[src/rtl/bist_pkg.sv]
// Shared types and constants for the s386 BIST controller and its shift-register cells.
package bist_pkg;

  localparam int CUT_W = 7;

  // Feedback taps for x^7+x^6+1, shared by the pattern generator and the compactor.
  localparam logic [CUT_W-1:0] FB_TAPS = 7'h60;

  typedef enum logic [2:0] {
    IDLE,
    INIT,
    RUN,
    CHECK,
    DONE
  } bist_state_e;

  typedef enum logic {
    MODE_LFSR,
    MODE_MISR
  } lfsr_mode_e;

  function automatic logic [CUT_W-1:0] lfsr_step(input logic [CUT_W-1:0] cur);
    return {cur[CUT_W-2:0], ^(cur & FB_TAPS)};
  endfunction

endpackage

[src/rtl/bist_ctrl_s386_if.sv]
// Test-side connection between the BIST controller and the s386 core wrapper.
interface bist_ctrl_s386_if;
  import bist_pkg::*;

  logic             start;
  logic             abort;
  logic [CUT_W-1:0] cut_out;
  logic [CUT_W-1:0] cut_in;
  logic             cut_ce;
  logic             busy;
  logic             done;
  logic             pass;
  logic [CUT_W-1:0] signature;

  modport master (
    output start, abort, cut_out,
    input  cut_in, cut_ce, busy, done, pass, signature
  );

  modport slave (
    input  start, abort, cut_out,
    output cut_in, cut_ce, busy, done, pass, signature
  );

endinterface

[src/rtl/bist_lfsr7.sv]
// 7-bit shift register with x^7+x^6+1 feedback, usable as a pattern LFSR or as a MISR.
module bist_lfsr7
  import bist_pkg::*;
#(
  parameter lfsr_mode_e       MODE = MODE_LFSR,
  parameter logic [CUT_W-1:0] SEED = '0
) (
  input  logic             clk,
  input  logic             rst,
  input  logic             ce,
  input  logic             load,
  input  logic [CUT_W-1:0] din,
  output logic [CUT_W-1:0] q
);

  logic [CUT_W-1:0] q_q;
  logic [CUT_W-1:0] q_d;

  // Load wins over shifting so a new test always starts from the seed.
  always_comb begin
    q_d = q_q;
    if (load) begin
      q_d = SEED;
    end else if (ce) begin
      q_d = lfsr_step(q_q) ^ ((MODE == MODE_MISR) ? din : '0);
    end
  end

  always_ff @(posedge clk or posedge rst) begin
    if (rst) begin
      q_q <= SEED;
    end else begin
      q_q <= q_d;
    end
  end

  assign q = q_q;

endmodule

[src/rtl/bist_ctrl_s386.sv]
// BIST sequencer for the s386 core: init vector, LFSR patterns with MISR compaction, signature check.
module bist_ctrl_s386
  import bist_pkg::*;
#(
  parameter int               PAT_COUNT   = 127,
  parameter int               INIT_CYCLES = 8,
  parameter logic [CUT_W-1:0] INIT_VEC    = 7'h00,
  parameter logic [CUT_W-1:0] LFSR_SEED   = 7'h01,
  parameter logic [CUT_W-1:0] GOLDEN_SIG  = 7'h00
) (
  input logic              CK,
  input logic              RST,
  bist_ctrl_s386_if.slave  bus
);

  localparam logic [7:0] INIT_LAST = 8'(INIT_CYCLES - 1);
  localparam logic [7:0] PAT_LAST  = 8'(PAT_COUNT - 1);

  bist_state_e      state_q, state_d;
  logic [7:0]       cnt_q, cnt_d;
  logic             pass_q, pass_d;
  logic [CUT_W-1:0] sig_q, sig_d;
  logic             seq_load;
  logic             seq_ce;
  logic             busy_w;
  logic [CUT_W-1:0] lfsr_q;
  logic [CUT_W-1:0] misr_q;

  bist_lfsr7 #(
    .MODE (MODE_LFSR),
    .SEED (LFSR_SEED)
  ) u_pattern (
    .clk  (CK),
    .rst  (RST),
    .ce   (seq_ce),
    .load (seq_load),
    .din  ('0),
    .q    (lfsr_q)
  );

  bist_lfsr7 #(
    .MODE (MODE_MISR),
    .SEED ('0)
  ) u_compactor (
    .clk  (CK),
    .rst  (RST),
    .ce   (seq_ce),
    .load (seq_load),
    .din  (bus.cut_out),
    .q    (misr_q)
  );

  assign busy_w = (state_q == INIT) || (state_q == RUN) || (state_q == CHECK);

  always_comb begin
    state_d  = state_q;
    cnt_d    = cnt_q;
    pass_d   = pass_q;
    sig_d    = sig_q;
    seq_load = 1'b0;
    seq_ce   = 1'b0;
    case (state_q)
      IDLE: begin
        if (bus.start && !bus.abort) begin
          state_d  = INIT;
          cnt_d    = '0;
          seq_load = 1'b1;
        end
      end
      INIT: begin
        if (cnt_q == INIT_LAST) begin
          state_d = RUN;
          cnt_d   = '0;
        end else begin
          cnt_d = cnt_q + 8'd1;
        end
      end
      RUN: begin
        seq_ce = 1'b1;
        if (cnt_q == PAT_LAST) begin
          state_d = CHECK;
        end else begin
          cnt_d = cnt_q + 8'd1;
        end
      end
      CHECK: begin
        sig_d   = misr_q;
        pass_d  = (misr_q == GOLDEN_SIG);
        state_d = DONE;
      end
      DONE: begin
        state_d = IDLE;
      end
      default: begin
        state_d = IDLE;
      end
    endcase
    // Abort reports the partial signature but never a pass.
    if (busy_w && bus.abort) begin
      state_d = IDLE;
      pass_d  = 1'b0;
      sig_d   = misr_q;
    end
  end

  always_ff @(posedge CK or posedge RST) begin
    if (RST) begin
      state_q <= IDLE;
      cnt_q   <= '0;
      pass_q  <= 1'b0;
      sig_q   <= '0;
    end else begin
      state_q <= state_d;
      cnt_q   <= cnt_d;
      pass_q  <= pass_d;
      sig_q   <= sig_d;
    end
  end

  assign bus.cut_in    = (state_q == RUN) ? lfsr_q : INIT_VEC;
  assign bus.cut_ce    = (state_q == INIT) || (state_q == RUN);
  assign bus.busy      = busy_w;
  assign bus.done      = (state_q == DONE);
  assign bus.pass      = pass_q;
  assign bus.signature = sig_q;

endmodule
[src/flat_wrapper.sv]
// flat-port wrapper written by rule: the top's interface ports become plain ports
module bist_ctrl_s386_flat import bist_pkg::*;
#(
  parameter int               PAT_COUNT   = 127,
  parameter int               INIT_CYCLES = 8,
  parameter logic [CUT_W-1:0] INIT_VEC    = 7'h00,
  parameter logic [CUT_W-1:0] LFSR_SEED   = 7'h01,
  parameter logic [CUT_W-1:0] GOLDEN_SIG  = 7'h00
)
  (CK, RST, bus_start, bus_abort, bus_cut_out, bus_cut_in, bus_cut_ce, bus_busy, bus_done, bus_pass, bus_signature);
  bist_ctrl_s386_if bus_i ();
  input logic CK;
  input logic RST;
  input wire logic [$bits(bus_i.start)-1:0] bus_start;
  input wire logic [$bits(bus_i.abort)-1:0] bus_abort;
  input wire logic [$bits(bus_i.cut_out)-1:0] bus_cut_out;
  output wire logic [$bits(bus_i.cut_in)-1:0] bus_cut_in;
  output wire logic [$bits(bus_i.cut_ce)-1:0] bus_cut_ce;
  output wire logic [$bits(bus_i.busy)-1:0] bus_busy;
  output wire logic [$bits(bus_i.done)-1:0] bus_done;
  output wire logic [$bits(bus_i.pass)-1:0] bus_pass;
  output wire logic [$bits(bus_i.signature)-1:0] bus_signature;
  assign bus_i.start = bus_start;
  assign bus_i.abort = bus_abort;
  assign bus_i.cut_out = bus_cut_out;
  assign bus_cut_in = bus_i.cut_in;
  assign bus_cut_ce = bus_i.cut_ce;
  assign bus_busy = bus_i.busy;
  assign bus_done = bus_i.done;
  assign bus_pass = bus_i.pass;
  assign bus_signature = bus_i.signature;
  bist_ctrl_s386 #(.PAT_COUNT(PAT_COUNT), .INIT_CYCLES(INIT_CYCLES), .INIT_VEC(INIT_VEC), .LFSR_SEED(LFSR_SEED), .GOLDEN_SIG(GOLDEN_SIG)) u_core (.CK(CK), .RST(RST), .bus(bus_i));
endmodule
[config.mk]
export PLATFORM = sky130hd
export DESIGN_NAME = bist_ctrl_s386_flat
export DESIGN_NICKNAME = d
export VERILOG_FILES = /design/src/rtl/bist_pkg.sv /design/src/rtl/bist_ctrl_s386_if.sv /design/src/rtl/bist_lfsr7.sv /design/src/rtl/bist_ctrl_s386.sv /design/src/flat_wrapper.sv
export SDC_FILE = /design/constraint.sdc
export NUM_CORES = 1
export LEC_CHECK = 0
export BUFFER_PORTS_ARGS = -buffer_cell sky130_fd_sc_hd__buf_2
export CORE_ASPECT_RATIO = 1.5
export CORE_MARGIN = 4
export CORE_UTILIZATION = 45
export CTS_CLUSTER_SIZE = 10
export DETAILED_ROUTE_END_ITERATION = 12
export GPL_TIMING_DRIVEN = 0
export PLACE_DENSITY = 0.66
export SLEW_MARGIN = 20
export SYNTH_ARGS = -nofsm -noshare
export SYNTH_HDL_FRONTEND = slang
export SYNTH_HIERARCHICAL = 1
export SYNTH_SLANG_ARGS = --single-unit
[constraint.sdc]
create_clock -name CK -period 2.5 [get_ports CK]
set_input_delay 0.625 -clock CK [delete_from_list [all_inputs] [get_ports CK]]
set_output_delay 0.625 -clock CK [all_outputs]
set_load 0.01 [all_outputs]
---- Yosys cells after proc, flatten, opt, wreduce, memory -nomap -nowiden ----
Index checks and enable logic that the tools add are counted.
storage, ports and cells
  flip-flop bits (word level) ............. 33
  output and inout port bits .............. 18
  logic and storage cells ................. 54
cells by class
  add/sub/neg operators ................... 1
  equal/unequal tests ..................... 11
  mux-type cells .......................... 21
  bitwise operators ....................... 1
  reductions and logical operators ........ 14
operator list
  kind                   number
  $mux W7                7
  $mux W8                3
  $pmux W8 S3            1
  $reduce_xor A7 Y1      2
  $mux W3                4
  $pmux W3 S4            1
  $add A8 B1 Y8 const B  1
  $eq A8 B3 Y1 const B   1
  $eq A8 B7 Y1 const B   1
  $logic_not A7 Y1       1
  $xor A7 B7 Y7          1
  $eq A3 B2 Y1 const B   2
  $ne A3 B3 Y1 const B   2
  $reduce_and A3 Y1      2
  $mux W1                5
  $reduce_bool A2 Y1     2
  $eq A3 B1 Y1 const B   1
  $eq A3 B3 Y1 const B   1
  $logic_not A3 Y1       1
  $ne A3 B1 Y1 const B   1
  $reduce_bool A3 Y1     1
  $logic_and A1 B1 Y1    2
  $logic_or A1 B1 Y1     2
  $ne A2 B1 Y1 const B   1
  other kinds (2)        2

---- Longest topological paths before layout ----
Gate-level depths: netlist of the first run.
  depth in word-level cells ............... 6
  mapped depth ............................ 7
  gate-level depth less buffers ........... 6

---- Modules after synthesis ----
The synthesis of the first run kept the hierarchy.
by module, submodules not included
  module                           instances  cells each  area an instance (um^2)  seq. area each (um^2)
  bist_ctrl_s386                   1          111         1118.6                   475.5
  bist_lfsr7 (u_core.u_compactor)  1          30          344.1                    175.2
  bist_lfsr7 (u_core.u_pattern)    1          26          302.8                    176.4

---- Worst setup path after synthesis of the first run ----
Ideal clock, no wire load.
  path type ............................... register to output
  start ................................... reg u_core.state_q[2]
  end ..................................... out bus_cut_in[0]
  arrival ................................. 1270 ps
  required time ........................... 1875 ps
  setup slack ............................. 605 ps
  cell stages (with the launch flop) ...... 4
  buffers on the path ..................... 1
  cell sequence ........................... dfrtp_1 clkbuf_1 nor3b_2 and2_1
on the way
  word-level cells in the longest chain between the ends .. 2
ends and longest elaborated chain
  item                    line                   RTL
  from (decl)             bist_ctrl_s386.sv:19   bist_state_e state_q, state_d;
  from (signal assigned)  bist_ctrl_s386.sv:113  state_q <= state_d;
  $eq A3 B2 Y1            bist_ctrl_s386.sv:120  assign bus.cut_in = (state_q == RUN) ? lfsr_q : INIT_VEC;
  $mux W7                 bist_ctrl_s386.sv:120
  to (decl)               flat_wrapper.sv:17     output wire logic [$bits(bus_i.cut_in)-1:0] bus_cut_in;
Every way passes these cells.

---- Worst setup path after layout of the first run ----
  start ................................... reg u_core.state_q[2]
  end ..................................... reg u_core.u_pattern.q_q[0] (netlist: u_core/u_pattern/q[0])
on the way
  word-level cells in the longest chain between the ends .. 3
ends and longest elaborated chain
  item                                                  line                  RTL
  $logic_not A3 Y1 *                                    bist_ctrl_s386.sv:62  case (state_q)
  $mux W1 *                                             bist_ctrl_s386.sv:62
  named net u_core.seq_load                             bist_ctrl_s386.sv:23  logic seq_load;
  $mux W7 / $reduce_bool A2 Y1 (equally long branches)  n/a
  to (signal assigned)                                  bist_lfsr7.sv:33      q_q <= q_d;
  to (decl)                                             bist_lfsr7.sv:16      logic [CUT_W-1:0] q_q;
Mark *: on every way through the listed nets, which the timed path passes. The rest lies on a longest branch.
A chain may end at the register's enable or synchronous reset.

==> results of run 1 <==
## power groups by stage
stage	registers [mW]	clock network (mW)	logic, mW
2_1_floorplan	0.563	0	0.0642
3_3_place_gp	0.565	0	0.0911
3_5_place_dp	0.565	0	0.0939
4_1_cts	0.555	0.429	0.0944
5_1_grt	0.557	0.450	0.105
6_report	0.555	0.416	0.0930
## state kept, by name, indices dropped and copies added (netlist names)
signal                count
u_core/state_q            3
u_core/u_pattern/q        7
u_core/bus.pass           1
u_core/bus.signature      7
u_core/u_compactor/q      7
u_core/cnt_q              8
## per-layer routing
layer / up-vias / share of wire, % / global-route usage [%]
li1: 665 / - / -
met1: 674 / 40 / 19.9
met2: 27 / 53 / 29.2
met3: 10 / 3.8 / 3.08
met4: 0 / 2.9 / 11.1
met5: - / 0 / 0
## worst paths after layout
kind,start,endpoint,slack [ns],cells past startpoint
worst min register to register,u_core/bus.signature[5]$_DFFE_PP0P_,u_core/bus.signature[5]$_DFFE_PP0P_,0.50,1
worst min-delay path,RST,u_core/u_pattern/q[3]$_DFFE_PP0P_,0.27,2
worst max register to register,u_core/state_q[2]$_DFFE_PP0P_,u_core/u_pattern/q[0]$_DFFE_PP1P_,0.20,6
worst max-delay path,u_core/state_q[2]$_DFFE_PP0P_,u_core/u_pattern/q[0]$_DFFE_PP1P_,0.20,6
min in group CK,u_core/bus.signature[5]$_DFFE_PP0P_,u_core/bus.signature[5]$_DFFE_PP0P_,0.50,1
max in group asynchronous,RST,u_core/bus.signature[1]$_DFFE_PP0P_,1.54,2
## what timing repair did
action                     CTS  global route
setup buffers                0             2
pin swaps                    0             1
gates resized for setup      1             2
setup endpoints to repair    7             9
hold buffers                 0             0
## placed cells by master (no fill, tap or decap), drive strengths merged, types with 2 or more instances in the layout
cell and instances:
nand2b 2, a21oi 6, a21boi 2, nor2 20, o31ai 5, or2 2, dfrtp 32, and2 8
inv 5, and4bb 2, ha 2, mux2 7, and2b 2, a31oi 2, o21ai 4, buf 37
mux2i 8, a211oi 6, nor3 6, clkbuf 10, xnor2 7, nand2 6, nand3 3, or4 5
## stage by stage
stage	util (%)	total power, mW	std cells	setup slack (ns)
after global routing	55.7	1.11	247	0.00194
after CTS	55.2	1.08	245	0.0725
final	55.7	1.06	247	0.201
after global placement	52.6	0.656	237	0.124
after floorplan	-	0.627	166	0.605
after detailed placement	52.6	0.659	237	0.126
## cell type report
type,count,area [sq um],area share [%]
repair buffers,30,155,7.50
well taps,43,53.8,2.60
flip-flops and latches,33,827,40.0
plain buffers,9,71.3,3.45
multi-input cells,119,852,41.2
clock buffers,8,90.1,4.36
inverters,5,18.8,0.907
## worst max-delay path: cells and delay by family (launching register included)
kind                   cells  cell delay (ns)
buffers and inverters      3             0.84
AND/OR/NAND/NOR            2             0.86
AO/OA/AOI/OAI              1             0.14
flip-flops                 1             0.40
==> summary.md, run 1 <==
| Metric | Value |
|---|---|
| Status | `completed` |
| Die Area | `0.00500 sq mm` |
| Layout area overhead | `17.4%` |
| Minimum clock period | `2.30 ns` |
| Hold Path Class | `input port to async pin` |
| Pleak | `0.974 nW` |
| DRT Pass-1 Iters | `4` |
| CTS Buf Count | `5` |
| Std cell rows | `27` |
| Fillers | `342` |
| Net Sw Frac | `24.2%` |
| Initial antenna violation count | `0` |
| Overall Global Routing Usage | `17.5%` |
| Proportion of layout cells with a drive suffix above 1 | `28.4%` |
| P_int | `806 uW` |
| Slew Viols, Final | `0` |
| Final Hold Fails | `0` |
| First-pass GRT wire length | `6.69 mm` |
| Unrepaired setup endpoints after global routing | `false` |
| Setup TNS | `0 ns` |
| CTS Root Buffer Type | `clkbuf_8` |
| Antenna cell count | `0` |
| Largest net degree at the start of global routing | `20` |
| Clk_skew | `0.00591 ns` |
| Clock share of power | `39.1%` |
| Syn avg cell area | `10.6 sq um` |
| Clock Path Buffers | `2` |
| Total number of yosys warnings | `6` |
| Worst vdd ir | `0.385 mV` |
| Fmax | `435 MHz` |
| Worst-Margin Slew | `0.937 ns` |
| Seq pwr share | `52.2%` |
| Synthesized Nets | `179` |
| Worst path max stage delay | `0.79 ns` |
| Die height | `84.6 um` |
| Worst-skew pair later-pin latency | `0.28 ns` |
| Post-DP Area | `0.00196 sq mm` |
| Core region area | `0.00372 sq mm` |
| Kind of critical path | `flip-flop to flip-flop` |
| Grt total ovfl | `0` |
| Clock slew at reported path FFs | `0.07 ns` |
| Crit-path cells | `clkbuf_1 > clkbuf_2 > nor3_1 > buf_2 > nor3_1 > a31oi_1` |
| Comb pwr share | `8.7%` |
| Final GP Congestion | `0.849` |
| Critical Path RT | `2.71 ns` |
| Vias in the first global route | `1465` |
| DR WL/cell | `15.5 um` |
| Max FO, Critical Path | `10` |
| Power Dens Cells | `514 mW/mm^2` |
| Critical Path End Type | `flip-flop` |
| Critical path's slowest cell | `nor3_1` |
| Max H-tree Level | `2` |
| Post-detail-place hpwl | `2.87 mm` |
| I/O pins | `29` |
| NetSw | `258 uW` |
| CP arrival | `2.51 ns` |
| Syn Inst Count | `166` |
| Max Cap Viol | `0` |
| Final Cycle Share | `91.9%` |
| Number of remaining DRC errors | `0` |
| Initial Util | `47.4%` |
| Startpoint Class | `flip-flop` |
| Iteration-0 DRC Markers | `56` |
| CTS tree | `done` |
| Most frequent CP cell | `nor3_1` |
| WL final | `3.82 mm` |
| # port buffers | `28` |
| Max_slew headroom | `37.0%` |
| Vias per cell | `5.57` |
| Routed via count | `1376` |
| DRT antenna net count | `0` |
| Post-Syn Area | `0.00176 sq mm` |
| Floorplan die width | `59.1 um` |
| Sinks on Clock Net | `33` |
| Layout net count | `216` |
| Final setup viols | `0` |
| Worst hold margin | `0.273 ns` |
| Design Area, Final | `0.00207 sq mm` |
No activity file was read; power rests on OpenSTA's default activity.
==> run 2: changes to the inputs <==
- RECOVER_POWER: unset -> 100
==> run 2 against run 1 <==
Sequential share of layout area rose by 1.1 points. Combinational power down 6.7%. Register-to-register slack gained 0.02 ns. Die area unchanged. Critical path depth decreased by 1. Via count did not move. Clock power barely moved. Design area down 2.8%.
==> summary.md, run 2 (same netlist as run 1, synthesis figures left out) <==
| Metric | Value |
|---|---|
| Status | `completed` |
| CP bufs+invs | `3 (unchanged)` |
| CP arrival | `1.71 ns (-0.80 ns)` |
| Final Instance Count excl. Fillers | `247 (unchanged)` |
| Die height | `84.6 um (unchanged)` |
| Layout net count | `216 (unchanged)` |
| Antenna cell count | `0 (unchanged)` |
| Clk_skew | `0.00618 ns (+0.000266 ns)` |
| Iteration-0 DRC Markers | `47 (-16%)` |
| Net Sw Frac | `24.2% (about the same)` |
| Pleak | `0.893 nW (-8.3%)` |
| Setup TNS | `0 ns (unchanged)` |
| Unrepaired setup endpoints after global routing | `false` |
| Number of remaining DRC errors | `0 (unchanged)` |
| Reg-to-reg critical path startpoint | `u_core/state_q[2]$_DFFE_PP0P_` |
| Overall Global Routing Usage | `17.5% (unchanged)` |
| Clock share of power | `39.3% (+0.2 points)` |
| Most frequent cells in the layout | `32 x dfrtp_1, 21 x clkbuf_1, 20 x nor2_1` |
| Layout area overhead | `14.1%` |
| WL final | `3.79 mm (-0.63%)` |
| Worst path max stage delay | `0.32 ns (-0.47 ns)` |
| Worst R2R Setup Slack | `0.22 ns (+0.02 ns)` |
| Max FO, Critical Path | `10 (unchanged)` |
| NetSw | `256 uW (-0.53%)` |
| Std cell rows | `27 (unchanged)` |
| Max Cap Viol | `0 (unchanged)` |
| Vias per cell | `5.57 (unchanged)` |
| Hold Buf Count CTS | `0 (unchanged)` |
| Sinks on Clock Net | `33 (unchanged)` |
| Power Dens Cells | `526 mW/mm^2 (+2.3%)` |
| Floorplan die width | `59.1 um (unchanged)` |
| Max reg flops | `8 (unchanged)` |
| Worst path top cell family by delay | `buffers and inverters` |
| Largest net degree at the start of global routing | `20 (unchanged)` |
| I/O pins | `29 (unchanged)` |
| Final setup viols | `0 (unchanged)` |
| Core region area | `0.00372 sq mm (unchanged)` |
| Final Hold Fails | `0 (unchanged)` |
| Routed via count | `1376 (unchanged)` |
| Hold Path Class | `input port to async pin` |
| Worst-Margin Slew | `0.953 ns (+0.0158 ns)` |
| Final GP Congestion | `0.849 (unchanged)` |
| DRT antenna net count | `0 (unchanged)` |
| Slew Viols, Final | `0 (unchanged)` |
| Multi-input logic area | `832 sq um (-2.3%)` |
| Clock slew at reported path FFs | `0.07 ns (about the same)` |
| Comb pwr share | `8.2% (-0.5 points)` |
| P_int | `801 uW (-0.62%)` |
| Max_slew headroom | `36.0% (-1.1 points)` |
| R2R depth | `6 (unchanged)` |
| CTS Root Buffer Type | `clkbuf_8` |
| Max H-tree Level | `2 (unchanged)` |
| Finished Core Util | `54.1% (-1.5 points)` |
| Critical path's slowest cell | `dfrtp_1` |
| Proportion of layout cells with a drive suffix above 1 | `18.6% (-9.8 points)` |
| Most frequent CP cell | `clkbuf_1` |
| DRT Pass-1 Iters | `4 (unchanged)` |
| Die Area | `0.00500 sq mm (unchanged)` |
| Dpl cells | `237 (unchanged)` |
| Startpoint Class | `flip-flop` |
| Minimum clock period | `2.33 ns (+0.0328 ns)` |
| Design Area, Final | `0.00201 sq mm (-2.8%)` |
| Post-DP Area | `0.00196 sq mm (unchanged)` |
| R2R Path End | `u_core/u_pattern/q[0]$_DFFE_PP1P_` |
| First-pass GRT wire length | `6.69 mm (unchanged)` |
| Most flops, register | `u_core/cnt_q` |
| Initial Util | `47.4% (unchanged)` |
| Vias in the first global route | `1465 (unchanged)` |
| Worst vdd ir | `0.391 mV (+1.7%)` |
| Fillers | `359 (+5.0%)` |
| Grt total ovfl | `0 (unchanged)` |
| Post-detail-place hpwl | `2.87 mm (unchanged)` |
| Kind of critical path | `flip-flop to output pin` |
| Critical Path End Type | `output pin` |
| Clock Path Buffers | `2 (unchanged)` |
| # port buffers | `28 (unchanged)` |
| Fmax | `429 MHz (-1.4%)` |
| Crit-path cells | `clkbuf_1 > nor3b_1 > clkbuf_2 > and2_1 > clkbuf_1` |
| DR WL/cell | `15.4 um (-0.63%)` |
| Seq pwr share | `52.5% (+0.3 points)` |
| Critical Path RT | `1.88 ns (-0.83 ns)` |
| CTS Buf Count | `5 (unchanged)` |
| Sequential Area | `827 sq um (unchanged)` |
| Worst-skew pair later-pin latency | `0.28 ns (about the same)` |
| CTS tree | `done` |
| Initial antenna violation count | `0 (unchanged)` |
| Final Cycle Share | `93.3% (+1.3 points)` |
| Leading cell type in the layout, fill and taps excluded | `dfrtp_1` |
run 2: cell count changes in the layout (fill, tap and decap cells not counted), sizes merged:
cell	change
clkbuf	+20
buf	-20
run 2: through the flow:
step / hold slack (ns) / worst slack [ns] / power, mW
finish: 0.265 / 0.168 / 1.06
global route: 0.295 / 0.0188 / 1.11
CTS: 0.274 / 0.0725 / 1.08
detailed placement: 0.488 / 0.126 / 0.659
global placement: 0.487 / 0.124 / 0.656
floorplan: 0.428 / 0.605 / 0.627
run 2: how the worst max path moves through the flow:
stage                             startpoint                           endpoint  slack, ns  cells past startpoint
5_1_grt        u_core/state_q[2]$_DFFE_PP0P_  u_core/u_pattern/q[0]$_DFFE_PP1P_       0.02                      6
2_1_floorplan  u_core/state_q[2]$_DFFE_PP0P_                      bus_cut_in[0]       0.60                      3
4_1_cts        u_core/state_q[2]$_DFFE_PP0P_                      bus_cut_in[3]       0.07                      4
3_3_place_gp                       bus_abort  u_core/u_pattern/q[0]$_DFFE_PP1P_       0.12                      7
6_report       u_core/state_q[1]$_DFFE_PP0P_                      bus_cut_in[3]       0.17                      5
3_5_place_dp                       bus_abort  u_core/u_pattern/q[0]$_DFFE_PP1P_       0.13                      7
run 2: area by class of cell:
class	count	share of cell area, %
Multi-Input combinational cell	119	41.4
Sequential cell	33	41.1
Buffer	9	2.74
Clock buffer	8	4.48
Inverter	5	0.933
Tap cell	43	2.68
Timing Repair Buffer	30	6.66
run 2: metal layers:
metal	track usage, %	vias to the layer above	routed length, um
met1	19.9	675	1530
met4	11.1	0	112
li1	-	664	-
met5	0	-	0
met2	29.2	27	2010
met3	3.08	10	135
run 2: timing repair:
| item | 4_1_cts | 5_1_grt |
|---|---|---|
| resized for setup | 1 | 2 |
| gates cloned | 0 | 0 |
| buffers inserted | 0 | 2 |
| pin swaps | 0 | 1 |
| endpoints found under the setup margin | 7 | 9 |
run 2: power groups by stage:
stage,sequential [mW],clock (mW),combinational (mW)
global route,0.557,0.450,0.0990
CTS,0.555,0.429,0.0944
detailed placement,0.565,0,0.0939
finish,0.555,0.416,0.0868
floorplan,0.563,0,0.0642
global placement,0.565,0,0.0911
